## src/rtl/id_ex_alu_issue_if.sv

```systemverilog
// ID/EX ALU issue bundle: decode-side inputs and registered EX-stage outputs.
interface id_ex_alu_issue_if #(
  parameter int unsigned XLEN    = 32,
  parameter int unsigned COUNT_W = 16
);
  logic [31:0]        InstrD;
  logic               ValidD;
  logic [XLEN-1:0]    RD1D;
  logic [XLEN-1:0]    RD2D;
  logic               StallE;
  logic               FlushE;
  logic [2:0]         ALUControlE;
  logic [XLEN-1:0]    SrcAE;
  logic [XLEN-1:0]    SrcBE;
  logic [XLEN-1:0]    WriteDataE;
  logic               RegWriteE;
  logic               MemWriteE;
  logic               ResultSrcE;
  logic               BranchE;
  logic               ValidE;
  logic               IllegalE;
  logic [COUNT_W-1:0] IssueCount;

  modport master (
    output InstrD, ValidD, RD1D, RD2D, StallE, FlushE,
    input  ALUControlE, SrcAE, SrcBE, WriteDataE, RegWriteE, MemWriteE,
    input  ResultSrcE, BranchE, ValidE, IllegalE, IssueCount
  );

  modport slave (
    input  InstrD, ValidD, RD1D, RD2D, StallE, FlushE,
    output ALUControlE, SrcAE, SrcBE, WriteDataE, RegWriteE, MemWriteE,
    output ResultSrcE, BranchE, ValidE, IllegalE, IssueCount
  );
endinterface

```

## src/rtl/id_ex_alu_issue.sv

```systemverilog
// Decodes the ID-stage instruction for the ALU and registers it across the ID/EX boundary,
// with flush/stall control and a wrapping count of issued instructions.
module id_ex_alu_issue #(
  parameter int unsigned XLEN    = 32,
  parameter int unsigned COUNT_W = 16
) (
  input logic                clk,
  input logic                reset,
  id_ex_alu_issue_if.slave   bus
);
  localparam logic [2:0] AluAdd  = 3'b000;
  localparam logic [2:0] AluSub  = 3'b001;
  localparam logic [2:0] AluAnd  = 3'b010;
  localparam logic [2:0] AluOr   = 3'b011;
  localparam logic [2:0] AluSlt  = 3'b101;
  localparam logic [2:0] AluSll  = 3'b110;
  localparam logic [2:0] AluPass = 3'b111;

  typedef struct packed {
    logic [2:0]      alu;
    logic [XLEN-1:0] src_a;
    logic [XLEN-1:0] src_b;
    logic [XLEN-1:0] wdata;
    logic            regwr;
    logic            memwr;
    logic            ressrc;
    logic            branch;
    logic            valid;
    logic            illegal;
  } pipe_t;

  logic [6:0]      w_opcode;
  logic [2:0]      w_f3;
  logic            w_f7b5;
  logic            w_f7zero;
  logic [2:0]      w_alu;
  logic            w_alusrc, w_regwr, w_memwr, w_ressrc, w_branch, w_lui, w_store, w_illegal;
  logic [XLEN-1:0] w_imm;
  pipe_t           w_next;
  pipe_t           r_pipe;
  logic [COUNT_W-1:0] r_count;

  assign w_opcode = bus.InstrD[6:0];
  assign w_f3     = bus.InstrD[14:12];
  assign w_f7b5   = bus.InstrD[30];
  assign w_f7zero = (bus.InstrD[31:25] == 7'd0);

  // R-type and I-ALU share the funct3 map; only add/sub selection differs
  function automatic logic [3:0] alu_f3(input logic [2:0] f3, input logic sub, input logic f7z);
    logic [3:0] res;  // {illegal, alu}
    res = {1'b0, AluAdd};
    case (f3)
      3'b000:  res = {1'b0, sub ? AluSub : AluAdd};
      3'b111:  res = {1'b0, AluAnd};
      3'b110:  res = {1'b0, AluOr};
      3'b010:  res = {1'b0, AluSlt};
      3'b001:  res = f7z ? {1'b0, AluSll} : {1'b1, AluAdd};
      default: res = {1'b1, AluAdd};
    endcase
    return res;
  endfunction

  always_comb begin
    w_alu     = AluAdd;
    w_alusrc  = 1'b0;
    w_regwr   = 1'b0;
    w_memwr   = 1'b0;
    w_ressrc  = 1'b0;
    w_branch  = 1'b0;
    w_lui     = 1'b0;
    w_store   = 1'b0;
    w_illegal = 1'b0;
    case (w_opcode)
      7'b0110011: begin
        w_regwr = 1'b1;
        {w_illegal, w_alu} = alu_f3(w_f3, w_f7b5, w_f7zero);
      end
      7'b0010011: begin
        w_regwr  = 1'b1;
        w_alusrc = 1'b1;
        {w_illegal, w_alu} = alu_f3(w_f3, 1'b0, w_f7zero);
      end
      7'b0000011: begin
        w_illegal = (w_f3 != 3'b010);
        w_alusrc  = 1'b1;
        w_regwr   = 1'b1;
        w_ressrc  = 1'b1;
      end
      7'b0100011: begin
        w_illegal = (w_f3 != 3'b010);
        w_alusrc  = 1'b1;
        w_memwr   = 1'b1;
        w_store   = 1'b1;
      end
      7'b1100011: begin
        w_illegal = (w_f3 != 3'b000);
        w_alu     = AluSub;
        w_branch  = 1'b1;
      end
      7'b0110111: begin
        w_alu    = AluPass;
        w_alusrc = 1'b1;
        w_regwr  = 1'b1;
        w_lui    = 1'b1;
      end
      default: w_illegal = 1'b1;
    endcase
    if (w_illegal) begin
      w_alu    = AluAdd;
      w_alusrc = 1'b0;
      w_regwr  = 1'b0;
      w_memwr  = 1'b0;
      w_ressrc = 1'b0;
      w_branch = 1'b0;
      w_lui    = 1'b0;
      w_store  = 1'b0;
    end
  end

  always_comb begin
    if (w_lui) begin
      w_imm = {bus.InstrD[31:12], 12'b0};
    end else if (w_store) begin
      w_imm = {{(XLEN-12){bus.InstrD[31]}}, bus.InstrD[31:25], bus.InstrD[11:7]};
    end else begin
      w_imm = {{(XLEN-12){bus.InstrD[31]}}, bus.InstrD[31:20]};
    end
  end

  always_comb begin
    w_next = '0;
    if (bus.ValidD) begin
      w_next.alu     = w_alu;
      w_next.src_a   = w_lui ? '0 : bus.RD1D;
      w_next.src_b   = w_alusrc ? w_imm : bus.RD2D;
      w_next.wdata   = bus.RD2D;
      w_next.regwr   = w_regwr;
      w_next.memwr   = w_memwr;
      w_next.ressrc  = w_ressrc;
      w_next.branch  = w_branch;
      w_next.valid   = 1'b1;
      w_next.illegal = w_illegal;
    end
  end

  always_ff @(posedge clk or posedge reset) begin
    if (reset) begin
      r_pipe  <= '0;
      r_count <= '0;
    end else if (bus.FlushE) begin
      r_pipe  <= '0;
    end else if (!bus.StallE) begin
      r_pipe  <= w_next;
      r_count <= r_count + COUNT_W'(bus.ValidD);
    end
  end

  assign bus.ALUControlE = r_pipe.alu;
  assign bus.SrcAE       = r_pipe.src_a;
  assign bus.SrcBE       = r_pipe.src_b;
  assign bus.WriteDataE  = r_pipe.wdata;
  assign bus.RegWriteE   = r_pipe.regwr;
  assign bus.MemWriteE   = r_pipe.memwr;
  assign bus.ResultSrcE  = r_pipe.ressrc;
  assign bus.BranchE     = r_pipe.branch;
  assign bus.ValidE      = r_pipe.valid;
  assign bus.IllegalE    = r_pipe.illegal;
  assign bus.IssueCount  = r_count;
endmodule

```

## src/flat_wrapper.sv

```systemverilog
// flat-port wrapper written by rule: the top's interface ports become plain ports
module id_ex_alu_issue_flat 
#(
  parameter int unsigned XLEN    = 32,
  parameter int unsigned COUNT_W = 16
)
  (clk, reset, bus_InstrD, bus_ValidD, bus_RD1D, bus_RD2D, bus_StallE, bus_FlushE, bus_ALUControlE, bus_SrcAE, bus_SrcBE, bus_WriteDataE, bus_RegWriteE, bus_MemWriteE, bus_ResultSrcE, bus_BranchE, bus_ValidE, bus_IllegalE, bus_IssueCount);
  id_ex_alu_issue_if #(.XLEN(XLEN), .COUNT_W(COUNT_W)) bus_i ();
  input logic clk;
  input logic reset;
  input wire logic [$bits(bus_i.InstrD)-1:0] bus_InstrD;
  input wire logic [$bits(bus_i.ValidD)-1:0] bus_ValidD;
  input wire logic [$bits(bus_i.RD1D)-1:0] bus_RD1D;
  input wire logic [$bits(bus_i.RD2D)-1:0] bus_RD2D;
  input wire logic [$bits(bus_i.StallE)-1:0] bus_StallE;
  input wire logic [$bits(bus_i.FlushE)-1:0] bus_FlushE;
  output wire logic [$bits(bus_i.ALUControlE)-1:0] bus_ALUControlE;
  output wire logic [$bits(bus_i.SrcAE)-1:0] bus_SrcAE;
  output wire logic [$bits(bus_i.SrcBE)-1:0] bus_SrcBE;
  output wire logic [$bits(bus_i.WriteDataE)-1:0] bus_WriteDataE;
  output wire logic [$bits(bus_i.RegWriteE)-1:0] bus_RegWriteE;
  output wire logic [$bits(bus_i.MemWriteE)-1:0] bus_MemWriteE;
  output wire logic [$bits(bus_i.ResultSrcE)-1:0] bus_ResultSrcE;
  output wire logic [$bits(bus_i.BranchE)-1:0] bus_BranchE;
  output wire logic [$bits(bus_i.ValidE)-1:0] bus_ValidE;
  output wire logic [$bits(bus_i.IllegalE)-1:0] bus_IllegalE;
  output wire logic [$bits(bus_i.IssueCount)-1:0] bus_IssueCount;
  assign bus_i.InstrD = bus_InstrD;
  assign bus_i.ValidD = bus_ValidD;
  assign bus_i.RD1D = bus_RD1D;
  assign bus_i.RD2D = bus_RD2D;
  assign bus_i.StallE = bus_StallE;
  assign bus_i.FlushE = bus_FlushE;
  assign bus_ALUControlE = bus_i.ALUControlE;
  assign bus_SrcAE = bus_i.SrcAE;
  assign bus_SrcBE = bus_i.SrcBE;
  assign bus_WriteDataE = bus_i.WriteDataE;
  assign bus_RegWriteE = bus_i.RegWriteE;
  assign bus_MemWriteE = bus_i.MemWriteE;
  assign bus_ResultSrcE = bus_i.ResultSrcE;
  assign bus_BranchE = bus_i.BranchE;
  assign bus_ValidE = bus_i.ValidE;
  assign bus_IllegalE = bus_i.IllegalE;
  assign bus_IssueCount = bus_i.IssueCount;
  id_ex_alu_issue #(.XLEN(XLEN), .COUNT_W(COUNT_W)) u_core (.clk(clk), .reset(reset), .bus(bus_i));
endmodule
```

## config.mk

```make
export PLATFORM = sky130hd
export DESIGN_NAME = id_ex_alu_issue_flat
export DESIGN_NICKNAME = d
export VERILOG_FILES = /design/src/rtl/id_ex_alu_issue_if.sv /design/src/rtl/id_ex_alu_issue.sv /design/src/flat_wrapper.sv
export SDC_FILE = /design/constraint.sdc
export NUM_CORES = 1
export LEC_CHECK = 0
export BUFFER_PORTS_ARGS = -buffer_cell sky130_fd_sc_hd__clkbuf_2
export CORE_MARGIN = 1
export CORE_UTILIZATION = 52
export DETAILED_ROUTE_END_ITERATION = 8
export GPL_TIMING_DRIVEN = 0
export MAX_ROUTING_LAYER = met4
export PLACE_DENSITY = 0.86
export SLEW_MARGIN = 20
export SYNTH_ARGS = -nofsm -noshare
export SYNTH_HDL_FRONTEND = slang
export SYNTH_SLANG_ARGS = --single-unit
```

## constraint.sdc

```tcl
create_clock -name clk -period 6.44 [get_ports clk]
set_input_delay 1.61 -clock clk [delete_from_list [all_inputs] [get_ports clk]]
set_output_delay 1.61 -clock clk [all_outputs]
set_load 0.01 [all_outputs]
```

==> insert_results.sql, run 1 <==
INSERT INTO impl_metrics (metric_group, metric, value, unit) VALUES
('sta', 'timing.final.crit_share', '0.507', ''),
('power', 'p_sw', '0.000485', 'W'),
('die', 'die_area', '10500', 'um2'),
('critical_path', 'crit_start', 'bus_InstrD[25]', ''),
('critical_path', 'crit_path_frequent_cell', 'sky130_fd_sc_hd__buf_6', ''),
('global_route', 'global_route.overflow_total', '0', ''),
('clock_network', 'cts_max_level', '4', ''),
('synthesis', 'post_synth_instance_area', '5270', 'um2'),
('clock_network', 'post_cts_resize_count', '0', ''),
('critical_path', 'crit_arrival', '3.66', 'ns'),
('critical_path', 'worstReg2RegStart', 'u_core.bus.IssueCount[0]$_DFFE_PP0P_', ''),
('power', 'power_internal', '0.00150', 'W'),
('route', 'drc_errors', '0', ''),
('synthesis', 'ys_warn_count', '0', ''),
('critical_path', 'critical_path_rt', '6.84', 'ns'),
('synthesis', 'synth_mux_area_frac', '0.0157', ''),
('sta', 'fmax', '306', 'MHz'),
('sta', 'setup-tns-final', '0', 'ns'),
('synthesis', 'async_flop_share', '1.00', ''),
('route', 'via_per_inst', '5.87', ''),
('global_route', 'first_global_vias', '4681', ''),
('power', 'comb_power_share', '0.109', ''),
('critical_path', 'critPathMaxStageDelay', '0.61', 'ns'),
('sta', 'timing_max_transition_violations_final', '0', ''),
('final_layout', 'layout.nets', '779', ''),
('global_route', 'grt_usage', '0.301', ''),
('synthesis', 'synthSimpleGateAreaFrac', '0.107', ''),
('final_layout', 'multi_input_comb_area', '2080', 'um2'),
('critical_path', 'critical_path.reg2reg.endpoint', 'u_core.bus.IssueCount[12]$_DFFE_PP0P_', ''),
('synthesis', 'synth_area_per_cell', '12.1', 'um2'),
('global_route', 'grt_pass1_wl', '22.9', 'mm'),
('synthesis', 'share_of_the_synthesized_area_in_compound_gates_ao_oa_aoi_oai', '0.245', ''),
('die', 'rows', '36', ''),
('critical_path', 'start_kind', 'primary input', ''),
('final_layout', 'antennaDiodeCount', '0', ''),
('sta', 'final_hold_viol_count', '0', ''),
('clock_network', 'clkSinkCount', '121', ''),
('synthesis', 'net_count_of_the_mapped_netlist', '539', ''),
('place', 'dp_hpwl', '11.0', 'mm'),
('route', 'number_of_drc_markers_after_the_initial_detailed_route_iteration', '225', ''),
('route', 'ant_nets', '0', ''),
('critical_path', 'critPathKind', 'primary input to flip-flop', ''),
('final_layout', 'area.sequential', '3030', 'um2'),
('outcome', 'result_of_the_run', 'completed', ''),
('clock_network', 'clkSlewWorstSetupHoldPaths', '0.06', 'ns'),
('route', 'drt_wl_total', '15.1', 'mm'),
('power', 'powerDensity', '277', 'nW/um2'),
('place', 'dp.cells', '790', ''),
('clock_network', 'cts_setup_buffers', '0', ''),
('min_path', 'hold_path.class', 'flip-flop to flip-flop', ''),
('critical_path', 'critical_path.max_fanout', '10', ''),
('place', 'placement.io_buffers', '220', ''),
('sta', 'final.setup_skew', '0.00240', 'ns'),
('die', 'die_width', '103', 'um'),
('final_layout', 'area.growth.synth_to_final', '35.6', '%'),
('critical_path', 'cp-end-kind', 'flip-flop', ''),
('place', 'routability_congestion_estimate', '0.886', ''),
('power', 'pwr-share-seq', '0.421', ''),
('run', 'timing.max_cap.violations', '0', ''),
('global_route', 'grt_max_degree', '73', ''),
('power', 'leakage', '3.77', 'nW'),
('clock_network', 'cts.path.max_buffers', '2', ''),
('clock_network', 'worstSkewPairLatency', '0.52', 'ns'),
('power', 'power.clock.fraction', '0.471', ''),
('place', 'placement.setup.worst_slack', '2.65', 'ns'),
('critical_path', 'critical_path.cell_chain', 'clkbuf_2 -> or4_1 -> o2111ai_4 -> and3_1 -> buf_6 -> a21oi_4 -> buf_6 -> a311o_1', ''),
('synthesis', 'synthXorXnorAreaFrac', '0.0233', ''),
('final_layout', 'layout.filler_cells', '720', ''),
('sta', 'report.final.setup_viol', '0', ''),
('critical_path', 'reg2reg_slack', '4.76', 'ns'),
('critical_path', 'ff2ff_path_depth', '6', '');
[layout by cell type (no fill, tap or decap), drive strengths merged, types with 3 or more instances in the layout]
cell type	n
nand2	41
and2	10
clkbuf	268
clkinv	5
and3	8
a311o	17
a21o	5
o2111ai	5
a211oi	6
nand3	7
mux2i	6
o21ai	5
nor2b	3
nor4	3
bufinv	3
xnor2	12
a22o	73
nand4	6
nor3	6
a32o	3
a211o	6
a2bb2oi	4
o211ai	14
dfrtp	121
buf	9
nor2	14
[routing by layer]
metal | track usage | part of all wire | wire, um
met1 | 0.364 | 0.41 | 6180
met2 | 0.475 | 0.49 | 7350
met3 | 0.0773 | 0.072 | 1090
met4 | 0.134 | 0.033 | 499
met5 | - | 0 | 0
[worst max-delay path, delay by kind of cell]
kind / cells / cell delay, ns
AOI/OAI and AO/OA: 3 / 0.72
and+or+nand+nor: 2 / 0.83
buffers and inverters: 3 / 0.49
[cell type report]
class	count	share of cell area
flip-flops and latches	121	0.424
multi-input cells	279	0.292
repair buffers	221	0.158
clock buffers	22	0.0634
well taps	133	0.0233
plain buffers	34	0.0210
clock inverters	9	0.0172
inverters	2	0.00175
[power by group through the flow]
| stage | clock network, W | logic (W) | registers [W] |
|---|---|---|---|
| detailed placement | 0 | 0.000214 | 0.000844 |
| CTS | 0.000936 | 0.000217 | 0.000832 |
| global route | 0.000973 | 0.000234 | 0.000838 |
| global placement | 0 | 0.000201 | 0.000842 |
| floorplan | 0 | 0.0000865 | 0.000858 |
| finish | 0.000932 | 0.000216 | 0.000833 |
[synthesized netlist by cell type (all sizes together) (3+ instances only)]
cell type / n / area (um2)
o211ai: 14 / 105
a211oi: 6 / 45.0
o2111ai: 5 / 61.3
o21ai: 5 / 25.0
a22o: 73 / 639
a2bb2oi: 4 / 35.0
buf: 8 / 52.6
a311o: 17 / 170
nand3: 7 / 35.0
nor4: 3 / 40.0
xnor2: 12 / 105
a21o: 5 / 37.5
clkbuf: 26 / 97.6
a32o: 3 / 30.0
dfrtp: 121 / 3030
nand4: 6 / 43.8
a211o: 6 / 52.6
nand2: 41 / 154
nor2: 14 / 52.6
and3: 8 / 50.1
and2: 10 / 62.6
mux2i: 6 / 60.1
nor2b: 3 / 18.8
nor3: 6 / 30.0
[sequential cells by signal, summed over array words and instances, names as in the netlist]
name	cells
u_core.bus.WriteDataE	32
u_core.bus.IssueCount	16
u_core.bus.RegWriteE	1
u_core.bus.IllegalE	1
u_core.bus.MemWriteE	1
u_core.bus.ValidE	1
u_core.bus.SrcAE	32
u_core.bus.SrcBE	32
u_core.bus.ResultSrcE	1
u_core.bus.ALUControlE	3
u_core.bus.BranchE	1
[metrics by stage]
step                      power (W)  area, um2   util
after detailed placement    0.00106       6570  0.669
after global placement      0.00104       6540  0.666
after global routing        0.00205       7150  0.728
after floorplan            0.000945       5270      -
final                       0.00198       7150  0.728
after CTS                   0.00199       7150  0.728
[worst min-delay path by stage]
stage	endpoint	depth (start not counted)	startpoint	slack [ns]
after global placement	u_core.bus.WriteDataE[6]$_DFFE_PP0P_	2	u_core.bus.WriteDataE[6]$_DFFE_PP0P_	0.46
after detailed placement	u_core.bus.WriteDataE[7]$_DFFE_PP0P_	2	u_core.bus.WriteDataE[7]$_DFFE_PP0P_	0.46
final	u_core.bus.WriteDataE[7]$_DFFE_PP0P_	2	u_core.bus.WriteDataE[7]$_DFFE_PP0P_	0.48
after CTS	u_core.bus.WriteDataE[7]$_DFFE_PP0P_	2	u_core.bus.WriteDataE[7]$_DFFE_PP0P_	0.48
after floorplan	u_core.bus.IssueCount[15]$_DFFE_PP0P_	1	u_core.bus.IssueCount[15]$_DFFE_PP0P_	0.51
after global routing	u_core.bus.WriteDataE[0]$_DFFE_PP0P_	1	u_core.bus.WriteDataE[0]$_DFFE_PP0P_	0.51
[kinds of logic after synthesis]
group | count (synthesis)
flops | 121
fa+ha+maj | 2
compound gates | 148
buf+inv | 36
simple gates | 107
xor+xnor | 14
mux | 8
Note: power is estimated with default switching activity, not from simulation.
==> run 2, diff against run 1 <==
--- a/config.mk
+++ b/config.mk
@@ -7,11 +7,11 @@
 export LEC_CHECK = 0
 export BUFFER_PORTS_ARGS = -buffer_cell sky130_fd_sc_hd__clkbuf_2
 export CORE_MARGIN = 1
-export CORE_UTILIZATION = 52
+export CORE_UTILIZATION = 48
 export DETAILED_ROUTE_END_ITERATION = 8
 export GPL_TIMING_DRIVEN = 0
 export MAX_ROUTING_LAYER = met4
-export PLACE_DENSITY = 0.86
+export PLACE_DENSITY = 0.8
 export SLEW_MARGIN = 20
 export SYNTH_ARGS = -nofsm -noshare
 export SYNTH_HDL_FRONTEND = slang
==> constraint.sdc (replaced) <==
create_clock -name clk -period 3.4 [get_ports clk]
set_input_delay 0.85 -clock clk [delete_from_list [all_inputs] [get_ports clk]]
set_output_delay 0.85 -clock clk [all_outputs]
set_load 0.01 [all_outputs]
==> run 2 against run 1 <==
Compared with the run above:
- non-clock buffer count grew 2
- register-to-register slack got worse by 2.9 ns
- final cell count increased by 0.49%
- combinational power rose by 87%
- wire length is 2.1% higher
- hold slack worse by 0.071 ns
- critical path depth down 1
- setup slack worse by 2.3 ns
- clock power increased by 89%
- first-iteration DRC count grew 57%
- utilization fell by 4.1 points
- sequential share of layout area is 0.25 points lower
- highest routed layer unchanged
==> insert_results.sql, run 2 (same netlist as run 1, synthesis figures left out) <==
INSERT INTO impl_metrics (metric_group, metric, value, unit) VALUES
('place', 'routability_congestion_estimate', '0.910', ''),
('final_layout', 'layout.nets', '781', ''),
('critical_path', 'critPathMaxStageDelay', '0.62', 'ns'),
('sta', 'max_slew_margin', '0.350', ''),
('sta', 'final_hold_viol_count', '0', ''),
('run', 'timing.max_cap.violations', '0', ''),
('sta', 'fmax', '398', 'MHz'),
('final_layout', 'area.sequential', '3030', 'um2'),
('critical_path', 'cp-end-kind', 'flip-flop', ''),
('final_layout', 'mostFrequentLayoutCells', '220 x sky130_fd_sc_hd__clkbuf_2, 121 x sky130_fd_sc_hd__dfrtp_1, 73 x sky130_fd_sc_hd__a22o_1', ''),
('route', 'number_of_drc_markers_after_the_initial_detailed_route_iteration', '354', ''),
('power', 'vdd_drop_max', '0.274', 'mV'),
('route', 'wl_per_cell', '18.7', 'um'),
('sta', 'report.final.setup_viol', '0', ''),
('power', 'power_internal', '0.00285', 'W'),
('power', 'pwr-share-seq', '0.421', ''),
('power', 'power.clock.fraction', '0.471', ''),
('min_path', 'hold_path.class', 'primary input to asynchronous set/reset pin', ''),
('power', 'comb_power_share', '0.108', ''),
('clock_network', 'post_cts_hold_fix_bufs', '0', ''),
('power', 'report.power.total', '0.00374', 'W'),
('die', 'start_util', '0.504', ''),
('sta', 'timing.final.crit_share', '0.739', ''),
('sta', 'fin_crit', '2.51', 'ns'),
('clock_network', 'cts_buffers', '17', ''),
('global_route', 'grt_usage', '0.284', ''),
('global_route', 'first_global_vias', '4629', ''),
('clock_network', 'post_cts_resize_count', '0', ''),
('power', 'leakage', '3.78', 'nW'),
('clock_network', 'cts_max_level', '4', ''),
('sta', 'timing_max_transition_violations_final', '0', ''),
('critical_path', 'crit_arrival', '2.94', 'ns'),
('clock_network', 'clkSinkCount', '121', ''),
('outcome', 'result_of_the_run', 'completed', ''),
('final_layout', 'drive_gt1_frac', '0.389', ''),
('critical_path', 'worstPathBufferInverterCount', '2', ''),
('sta', 'setup-tns-final', '0', 'ns'),
('critical_path', 'critical_path.max_fanout', '10', ''),
('clock_network', 'worstSkewPairLatency', '0.50', 'ns'),
('sta', 'final.setup_skew', '0.00529', 'ns'),
('clock_network', 'cts_setup_buffers', '0', ''),
('global_route', 'global_route.overflow_total', '0', ''),
('critical_path', 'critPathSlowestCell', 'sky130_fd_sc_hd__or4_1', ''),
('global_route', 'grt_pass1_wl', '24.0', 'mm'),
('clock_network', 'tritoncts_clock_tree', 'yes', ''),
('route', 'overall_via_count_from_detail_route', '4696', ''),
('final_layout', 'final_core_util', '0.687', ''),
('final_layout', 'final_design_area_no_fill', '7190', 'um2'),
('die', 'rows', '37', ''),
('critical_path', 'critical_path.cell_chain', 'clkbuf_2 -> or4_1 -> o2111ai_4 -> nand4_2 -> nor4_4 -> buf_4 -> a311o_1', ''),
('global_route', 'grt_max_degree', '36', ''),
('final_layout', 'layout.filler_cells', '800', ''),
('critical_path', 'start_kind', 'primary input', ''),
('clock_network', 'cts.path.max_buffers', '2', ''),
('sta', 'grt_setup_unrepaired', 'false', ''),
('power', 'netSwitchingFraction', '0.238', ''),
('die', 'dieHeight', '107', 'um'),
('power', 'p_sw', '0.000889', 'W'),
('place', 'placed_cell_area', '6610', 'um2'),
('die', 'die_area', '11400', 'um2'),
('route', 'via_per_inst', '5.69', ''),
('clock_network', 'clkSlewWorstSetupHoldPaths', '0.05', 'ns'),
('power', 'powerDensity', '521', 'nW/um2'),
('final_layout', 'final_common_cell', 'sky130_fd_sc_hd__clkbuf_2', ''),
('final_layout', 'multi_input_comb_area', '2080', 'um2'),
('place', 'placement.io_buffers', '220', ''),
('route', 'drc_errors', '0', ''),
('critical_path', 'critical_path_rt', '3.83', 'ns'),
('route', 'drt_pre_antenna_iters', '5', ''),
('sta', 'tightestPinTransition', '0.968', 'ns'),
('place', 'dp_hpwl', '11.7', 'mm'),
('route', 'drt_wl_total', '15.4', 'mm'),
('final_layout', 'area.growth.synth_to_final', '36.4', '%'),
('die', 'coreArea', '10500', 'um2'),
('global_route', 'initial_antenna_violation_count', '0', ''),
('critical_path', 'worst_path_top_cell_family_by_delay', 'simple AND/OR/NAND/NOR gates', ''),
('clock_network', 'clk_root_buffer_cell', 'sky130_fd_sc_hd__clkbuf_8', ''),
('die', 'die_width', '107', 'um'),
('critical_path', 'critPathKind', 'primary input to flip-flop', ''),
('die', 'ioPinCount', '222', ''),
('route', 'ant_nets', '0', ''),
('final_layout', 'antennaDiodeCount', '0', '');
run 2: changes by cell type in the layout (fill, tap and decap cells not counted):
cell / delta
sky130_fd_sc_hd__inv_6: -1
sky130_fd_sc_hd__clkinvlp_4: +2
sky130_fd_sc_hd__buf_16: -1
sky130_fd_sc_hd__buf_12: +3
sky130_fd_sc_hd__clkinv_2: -2
sky130_fd_sc_hd__clkbuf_8: +1
sky130_fd_sc_hd__clkbuf_1: -1
run 2: path summary, 6_finish.rpt:
path,start,end,slack (ns),cells after the start
max,bus_InstrD[25],u_core.bus.SrcBE[14]$_DFFE_PP0P_,0.89,7
min,reset,u_core.bus.IssueCount[4]$_DFFE_PP0P_,0.40,2
max reg2reg,u_core.bus.IssueCount[0]$_DFFE_PP0P_,u_core.bus.IssueCount[12]$_DFFE_PP0P_,1.81,6
min reg2reg,u_core.bus.IssueCount[15]$_DFFE_PP0P_,u_core.bus.IssueCount[15]$_DFFE_PP0P_,0.48,1
max in group asynchronous,reset,u_core.bus.WriteDataE[31]$_DFFE_PP0P_,2.21,4
min in group clk,u_core.bus.IssueCount[15]$_DFFE_PP0P_,u_core.bus.IssueCount[15]$_DFFE_PP0P_,0.48,1
run 2: power groups by stage:
stage / sequential [W] / clock (W) / combinational, W
after CTS: 0.00158 / 0.00179 / 0.000408
after detailed placement: 0.00160 / 0 / 0.000405
final: 0.00158 / 0.00176 / 0.000403
after global routing: 0.00159 / 0.00186 / 0.000443
after global placement: 0.00159 / 0 / 0.000384
after floorplan: 0.00163 / 0 / 0.000164
run 2: final cells by class:
type,count,area share
Tap cell,136,0.0237
Buffer,34,0.0209
Timing Repair Buffer,223,0.162
Inverter,2,0.00157
Clock inverter,8,0.0167
Sequential cell,121,0.421
Multi-Input combinational cell,279,0.290
Clock buffer,22,0.0644
run 2: per-stage QoR:
step	hold WS (ns)	worst slack, ns	cells
2_1_floorplan	0.507	0.732	436
3_3_place_gp	0.462	0.367	792
3_5_place_dp	0.466	0.415	795
4_1_cts	0.401	0.944	825
5_1_grt	0.430	0.806	825
6_report	0.404	0.887	825
run 2: per-layer routing:
layer,GRT usage,vias up,wire length [um]
met4,0.121,0,393
li1,-,2162,-
met3,0.0602,27,1020
met2,0.451,213,7580
met5,-,-,0
met1,0.355,2294,6440
